[src/rtl/reg_share_arbiter.sv]
// reg_share_arbiter
// Round-robin arbiter sharing one W-bit register between N requesters.
// A requester may write the shared register only while it holds the grant.
// An owner that keeps its request is preempted after HOLD_MAX granted
// cycles, but only when some other requester is waiting.
//
// state | meaning
// ------+--------------------------------------------------------------
// IDLE  | no grant outstanding; owner keeps the last grantee index
// GRANT | gnt[owner] set; cnt counts granted cycles (saturating)

module reg_share_arbiter #(
    parameter  int N        = 4,
    parameter  int W        = 8,
    parameter  int HOLD_MAX = 8,
    localparam int OW       = $clog2(N),
    localparam int CW       = $clog2(HOLD_MAX)
) (
    input  logic           clk,
    input  logic           rst,
    input  logic [N-1:0]   req,
    input  logic [N-1:0]   wr,
    input  logic [N*W-1:0] wdata,
    output logic [N-1:0]   gnt,
    output logic [OW-1:0]  owner,
    output logic           busy,
    output logic [W-1:0]   q
);

    typedef enum logic [0:0] {
        IDLE  = 1'b0,
        GRANT = 1'b1
    } state_t;

    state_t        state;
    logic [OW-1:0] ptr;
    logic [CW-1:0] cnt;

    logic [N-1:0]  owner_mask;
    logic [N-1:0]  others;
    logic [OW-1:0] start_next;
    logic [OW-1:0] pick_idle;
    logic [OW-1:0] pick_next;
    logic          own_req;
    logic          hold_done;
    logic          handover;

    // First set bit of mask, scanning start, start+1, ... modulo N.
    function automatic logic [OW-1:0] rr_pick(input logic [N-1:0]  mask,
                                              input logic [OW-1:0] start);
        logic [OW-1:0] sel;
        logic [OW-1:0] idx;
        logic          found;
        sel   = '0;
        found = 1'b0;
        for (int k = 0; k < N; k++) begin
            idx = OW'((int'(start) + k) % N);
            if (!found && mask[idx]) begin
                found = 1'b1;
                sel   = idx;
            end
        end
        return sel;
    endfunction

    // Arbitration decisions derived from the current owner and requests.
    always_comb begin
        owner_mask = N'(1) << owner;
        others     = req & ~owner_mask;
        start_next = (owner == OW'(N - 1)) ? '0 : owner + 1'b1;
        pick_idle  = rr_pick(req, ptr);
        pick_next  = rr_pick(others, start_next);
        own_req    = |(req & owner_mask);
        hold_done  = (cnt == CW'(HOLD_MAX - 1));
        // Lose the grant on release, or on hold expiry with a contender.
        handover   = !own_req || (hold_done && (|others));
    end

    // Grant FSM: one-hot grant, owner index, priority pointer, hold counter.
    always_ff @(posedge clk or negedge rst) begin
        if (!rst) begin
            state <= IDLE;
            gnt   <= '0;
            owner <= '0;
            ptr   <= '0;
            cnt   <= '0;
        end else begin
            case (state)
                IDLE: begin
                    if (|req) begin
                        state <= GRANT;
                        gnt   <= N'(1) << pick_idle;
                        owner <= pick_idle;
                        cnt   <= '0;
                    end
                end
                GRANT: begin
                    if (handover) begin
                        ptr <= start_next;
                        cnt <= '0;
                        // Hand straight to the next waiter so no idle bubble appears.
                        if (|others) begin
                            gnt   <= N'(1) << pick_next;
                            owner <= pick_next;
                        end else begin
                            gnt   <= '0;
                            state <= IDLE;
                        end
                    end else if (!hold_done) begin
                        cnt <= cnt + 1'b1;
                    end
                end
                default: begin
                    state <= IDLE;
                    gnt   <= '0;
                    cnt   <= '0;
                end
            endcase
        end
    end

    // Shared register: only the current grantee's write lands, including on
    // the edge where it loses the grant. gnt is one-hot, so owner names it.
    always_ff @(posedge clk or negedge rst) begin
        if (!rst) begin
            q <= '0;
        end else if (|(gnt & wr)) begin
            q <= wdata[owner*W +: W];
        end
    end

    assign busy = |gnt;

endmodule

[config.mk]
export PLATFORM = sky130hd
export DESIGN_NAME = reg_share_arbiter
export DESIGN_NICKNAME = d
export VERILOG_FILES = /design/src/rtl/reg_share_arbiter.sv
export SDC_FILE = /design/constraint.sdc
export NUM_CORES = 1
export LEC_CHECK = 0
export CORE_MARGIN = 4
export CORE_UTILIZATION = 31
export CTS_BUF_LIST = sky130_fd_sc_hd__clkbuf_4 sky130_fd_sc_hd__clkbuf_8
export CTS_CLUSTER_DIAMETER = 150
export DETAILED_ROUTE_END_ITERATION = 6
export HOLD_SLACK_MARGIN = 0.12
export MAX_ROUTING_LAYER = met4
export PLACE_DENSITY = 0.67
export SLEW_MARGIN = 20
export SYNTH_ARGS = -nofsm -noshare
export SYNTH_HDL_FRONTEND = slang
export SYNTH_SLANG_ARGS = --single-unit
[constraint.sdc]
create_clock -name clk -period 2.8 [get_ports clk]
set_clock_uncertainty 0.2 [all_clocks]
set_input_delay 0.56 -clock clk [delete_from_list [all_inputs] [get_ports clk]]
set_output_delay 0.56 -clock clk [all_outputs]
set_load 0.005 [all_outputs]
==> impl_metrics.json <==
{
  "status": "completed",
  "ctsRootBufferMaster": "clkbuf_8",
  "path_depth": 7,
  "synth-edff-count": 0,
  "holdBufCountCts": 0,
  "worstPathCellList": "buf_4 -> ha_1 -> nor2b_4 -> o41ai_2 -> a21oi_1 -> a21oi_1 -> o221ai_1",
  "hold_viol": 0,
  "reg2reg_depth": 7,
  "syn_area_per_cell_um2": 10.81,
  "synth_mux_area_share_pct": 19.88,
  "die_w_um": 81.76,
  "slowest_delay_ns": 0.49,
  "ys.warnings.count": 0,
  "clock-sinks": 20,
  "drt_iter0_drc": 50,
  "grt_pass1_wl_mm": 6.927,
  "crit_start": "owner[0]",
  "hpwl_mm": 3.565,
  "ys_top_cells_by_count": "dfrtp_1, nand2_1, mux2_2, mux4_2, nor2_1",
  "synth_top_area_share_pct": 29.67,
  "coreArea_mm2": 0.005205,
  "numCtsBuffers": 3,
  "crit_fanout": 17,
  "synth-simple-area-share_pct": 18.25,
  "worstPathRequired_ns": 2.72,
  "portBuffers": 56,
  "place_worst_setup_slack_ns": 0.1369,
  "cp_common_cell": "a21oi_1",
  "synth_cell_types": 56,
  "cpLargestDelayFamily": "compound AO/OA/AOI/OAI gates",
  "endpoint_kind": "flop",
  "rows": 26,
  "synth_compound_area_share_pct": 21.59,
  "yosys_register_bits": 20,
  "clk_latency_ns": 0.26,
  "synth.most_common_cell": "dfrtp_1",
  "endpoint": "owner[1]",
  "cts_resized": 0,
  "start_util_pct": 32.40,
  "start_kind": "flop",
  "clk_path_buf_depth": 2,
  "cts_tree": "yes",
  "htree_levels": 1,
  "layout_setup_ws_ns": 0.2516,
  "critPathSlowestCell": "o41ai_2",
  "pwr_density_cell_mw_per_mm2": 963.8,
  "netlist.top_cell.by_area": "dfrtp_1",
  "synthTopCellsByArea": "dfrtp_1, mux4_2, mux2_2",
  "post_cts_buffers": 0,
  "design.die.area_mm2": 0.006685,
  "fin_tns_setup_ns": 0,
  "crit_buf_inv": 1,
  "netlist_instances": 156,
  "period_minus_slack_ns": 2.548,
  "routed_wl_mm": 4.456,
  "synth_area_mm2": 0.001687,
  "r2r-end": "owner[1]",
  "ioPinCount": 57,
  "tightest_slew_ns": 0.4862,
  "ys.flop_type": "dfrtp_1",
  "arrival_ns": 2.47,
  "async_flop_share_pct": 100.0,
  "drive_gt1_share_pct": 23.61,
  "track_usage_pct": 13.31,
  "wl_per_cell_um": 15.58,
  "leakagePower_nw": 0.9656,
  "final_nets": 265,
  "period_share_pct": 91.02,
  "path_class": "flop to flop",
  "dr.pass1.iters": 4,
  "max-vdd-ir-drop_v": 0.0003444,
  "synthXorXnorAreaFrac_pct": 0,
  "slew_headroom_pct": 67.23,
  "fmax_mhz": 392.4,
  "viasPerCell": 5.283,
  "r2r_setup_slack_ns": 0.25,
  "antennaDiodeCount": 0,
  "synth_fa_ha_area_share_pct": 4.451,
  "min_path_type": "flop to flop",
  "clkTransAtPathRegs_ns": 0.08,
  "antenna_found_initial": 0,
  "rsz0062_at_grt": "false",
  "synth_seq_area_share_pct": 29.67,
  "slew_viol_final": 0,
  "synth_top_family_by_area": "compound AO/OA/AOI/OAI gates",
  "remaining_drc_errors": 0,
  "grt-ovfl-total": 0,
  "drv_cap": 0,
  "routabilityCongestion": 0.8663,
  "grt_pass1_vias": 1492,
  "ant_nets": 0,
  "area_delta_synth_final_pct": 42.51,
  "r2r_start": "owner[0]",
  "grt_max_degree": 21,
  "dr_total_vias": 1511,
  "setup_viol": 0,
  "die_h_um": 81.76,
  "syn_nets": 204
}
-- registers in the layout, indices dropped and copies added, names as in the netlist --
signal,count
q,8
gnt,4
cnt,3
owner,2
ptr,2
state,1
-- logic make-up after synthesis --
kind of cell	Yosys count
AND/OR/NAND/NOR	51
AO/OA/AOI/OAI	42
multiplexers	22
flip-flops	20
buffers and inverters	15
adder cells (fa/ha/maj)	6
-- power by group --
part	internal (mW)	switching (mW)	leakage, nW	total [mW]
Combinational	0.824	0.685	0.687	1.51
Clock	0.191	0.0969	0.0357	0.288
Sequential	0.421	0.0988	0.243	0.519
-- worst reg2reg max path: stages, from the launching register on --
cell and delay, ns:
dfrtp_1 0.39, buf_4 0.23, ha_1 0.43, nor2b_4 0.10, o41ai_2 0.49, a21oi_1 0.09, a21oi_1 0.31, o221ai_1 0.17
-- cell type report --
type	count	area [um2]
multi-input cells	121	1082
inverters	3	11.26
clock buffers	3	41.29
flip-flops and latches	20	500.5
well taps	70	87.58
clock inverters	1	30.03
fillers	500	2801
repair buffers	68	650.6
-- worst min path at each step --
stage / from / end / slack (ns) / cells after the start
after CTS: cnt[0] / cnt[0] / 0.30 / 1
after floorplan: rst / cnt[0] / 0.06 / 0
final: cnt[0] / cnt[0] / 0.30 / 1
after global routing: cnt[0] / cnt[0] / 0.32 / 1
after global placement: cnt[0] / cnt[0] / 0.29 / 1
after detailed placement: cnt[0] / cnt[0] / 0.29 / 1
-- routing by layer --
layer  share of wire (%)  track usage (%)
met5                   0                -
met4                0.58            1.993
met3                  12            3.180
met2                  44            22.29
met1                  44            16.66
-- metrics by stage --
| stage | util (%) | cell area [um2] | hold slack, ns | total power, mW | cells |
|---|---|---|---|---|---|
| after floorplan | - | 1687 | 0.06441 | 1.552 | 156 |
| after global placement | 44.81 | 2332 | 0.2855 | 2.024 | 282 |
| after detailed placement | 44.81 | 2332 | 0.2885 | 2.026 | 282 |
| after CTS | 46.18 | 2404 | 0.3036 | 2.324 | 286 |
| after global routing | 46.18 | 2404 | 0.3215 | 2.496 | 286 |
| final | 46.18 | 2404 | 0.3000 | 2.316 | 286 |
-- cell usage in the layout, fill, tap and decap left out, drive strengths merged, types with 3 or more instances in the layout --
cell,netlist,final
clkbuf,2,3
inv,3,3
nor3,3,3
o31ai,4,4
a211oi,3,3
o22ai,3,3
a22oi,6,6
a21oi,5,5
dfrtp,20,20
nand2,13,13
buf,10,12
clkdlybuf4s50,0,56
nor3b,3,3
mux4,8,8
nor2b,3,3
mux2,12,12
or2,3,3
ha,6,6
nor2,8,8
nand2b,4,4
Note: power is estimated with default switching activity, not from simulation.
==> edit (same flow settings) <==
Set the parameter `W` to 6 (it was 8).
--- a/src/rtl/reg_share_arbiter.sv
+++ b/src/rtl/reg_share_arbiter.sv
@@ -12,5 +12,5 @@
 module reg_share_arbiter #(
     parameter  int N        = 4,
-    parameter  int W        = 8,
+    parameter  int W        = 6,
     parameter  int HOLD_MAX = 8,
     localparam int OW       = $clog2(N),
Ports: changed (resized q and wdata); port bits go from 57 to 47. The function was not compared with the original's and may differ.
==> edit against the unedited design <==
- setup slack better by 0.0061 ns
- sequential cell count down 2
- die area down 16%
- sequential share of layout area up 1.8 points
- total power down 18%
- synthesized area down 17%
- design area down 17%
- synthesized cell count down 15%
- count of clock-buffer cells in the layout unchanged
- routed wire length down 14%
- critical endpoint is now cnt[2]
==> edit: results (changes against the unedited design) <==
status completed; via/cell ratio 5.528 (+4.6%); Synth Warn # 0 (unchanged); worst slack at placement 0.008766 ns (-0.1281 ns); CTS Hold Buffers Added 0 (unchanged); TritonCTS Buffers 3 (unchanged); Slew headroom 0.4576 (-0.2147); Antenna Diode Count 0 (unchanged); clk slew on worst S/H paths 0.06 ns (-0.02 ns); CTS root buffer clkbuf_8; Post-synth top cells dfrtp_1, mux2_2, o21ai_0, nand2_1; register area share after synthesis 0.3223 (+0.02556); Post-Syn Nets 172 (-16%); DR iter-0 viols 74 (+48%); Pre-Repair DR Iteration Count 4 (unchanged); worst-path fanout max 11 (-6); most area-consuming cells after synthesis dfrtp_1, mux4_2, mux2_2; Critical Path AT 2.53 ns (+0.06 ns); All-Layer GR Usage 0.1451 (+0.01201); Final #Nets 225 (-15%); RR Startpoint owner[0]; IO Port Bufs 46 (-18%); ys async rst share 1.000 (unchanged); hpwl dp 3.165 mm (-11%); share of cells above drive strength 1 0.1967 (-0.03939); count of cell types in the netlist 46 (-18%); first-pass GRT wire length 6.168 mm (-11%); CP Launch Point req[3]; Layout fillers 411 (-18%); Longest Clk Path Bufs 2 (unchanged); maximum vdd drop 485.3 uV (+41%); Clock Latency Late Sink 0.25 ns; vias in the first global route 1260 (-16%); Final GP Congestion 0.9053 (+4.5%); WL per Instance 16.29 um (+4.5%); Post-CTS Setup Inserts 0 (unchanged); H-tree Lvls 1 (unchanged); largest net degree at the start of global routing 19 (-9.5%); Leakage 0.7896 nW (-18%); Post-CTS Resized 0 (unchanged); sw frac 0.4050 (+0.02473); clock sinks 18 (-10%); antenna violations before repair 0 (unchanged); Hold WC Path Type flip-flop to flip-flop; top flop regs q: 6 flops, gnt: 4 flops, cnt: 3 flops; hold path startpoint q[2]
edit: cell count changes in the layout (fill, tap and decap cells not counted), sizes merged, moves of 3 or more:
cell           unedited run  this run
clkdlybuf4s50            56        46
nand2                    13         7
o21ai                     2         8
a22o                      0         4
mux2                     12         8
nand4                     0         4
a21oi                     5         2
nor3                      3         0
o21bai                    0         3
o22ai                     3         0
edit: per-layer routing:
metal  wire, um  GRT usage  part of all wire  up-vias
li1           -          -                 -      616
met1       1652     0.1826              0.43      623
met2       1752     0.2418              0.46       56
met3        373    0.01869             0.097        4
met4         48    0.04660             0.013        0
met5          0          -                 0        -
edit: logic make-up after synthesis:
logic type / synth area share
compound gates: 0.2167
buf+inv: 0.05102
flops: 0.3223
simple gates: 0.1880
fa+ha+maj: 0.05371
mux: 0.1683
edit: path summary, 6_finish.rpt:
path | end | slack (ns) | depth (start not counted)
worst min-delay path | q[2] | 0.31 | 1
worst min register to register | q[2] | 0.31 | 1
max in group asynchronous | q[4] | 1.32 | 1
worst max-delay path | cnt[2] | 0.26 | 6
min in group asynchronous | gnt[1] | 0.58 | 1
worst max register to register | cnt[2] | 0.30 | 7
edit: worst max-delay path, cell delays in order:
cell and delay [ns]:
clkdlybuf4s50_1 0.62, a22o_1 0.19, o21ai_0 0.10, o21bai_1 0.62
o21a_1 0.27, a22o_1 0.17
edit: per-stage QoR:
step                      hold slack (ns)  std cells  cell area, um^2
after global routing               0.3271        235             1987
after global placement             0.2926        232             1946
after floorplan                   0.06441        132             1398
final                              0.3064        235             1987
after detailed placement           0.2948        232             1946
after CTS                          0.3096        235             1987
edit: power groups by stage:
stage	clock network [W]	registers [W]	logic, W
floorplan	0	0.000475	0.000828
global placement	0	0.000485	0.00120
detailed placement	0	0.000491	0.00125
CTS	0.000181	0.000489	0.00125
global route	0.000193	0.000507	0.00138
finish	0.000177	0.000487	0.00124
edit: layout make-up:
| cell class | count | area (um^2) | area share |
|---|---|---|---|
| Sequential cell | 18 | 450.4 | 0.2267 |
| Tap cell | 52 | 65.06 | 0.03275 |
| Timing Repair Buffer | 56 | 535.5 | 0.2695 |
| Multi-Input combinational cell | 101 | 875.8 | 0.4408 |
| Inverter | 5 | 18.77 | 0.009446 |
| Clock buffer | 3 | 41.29 | 0.02078 |
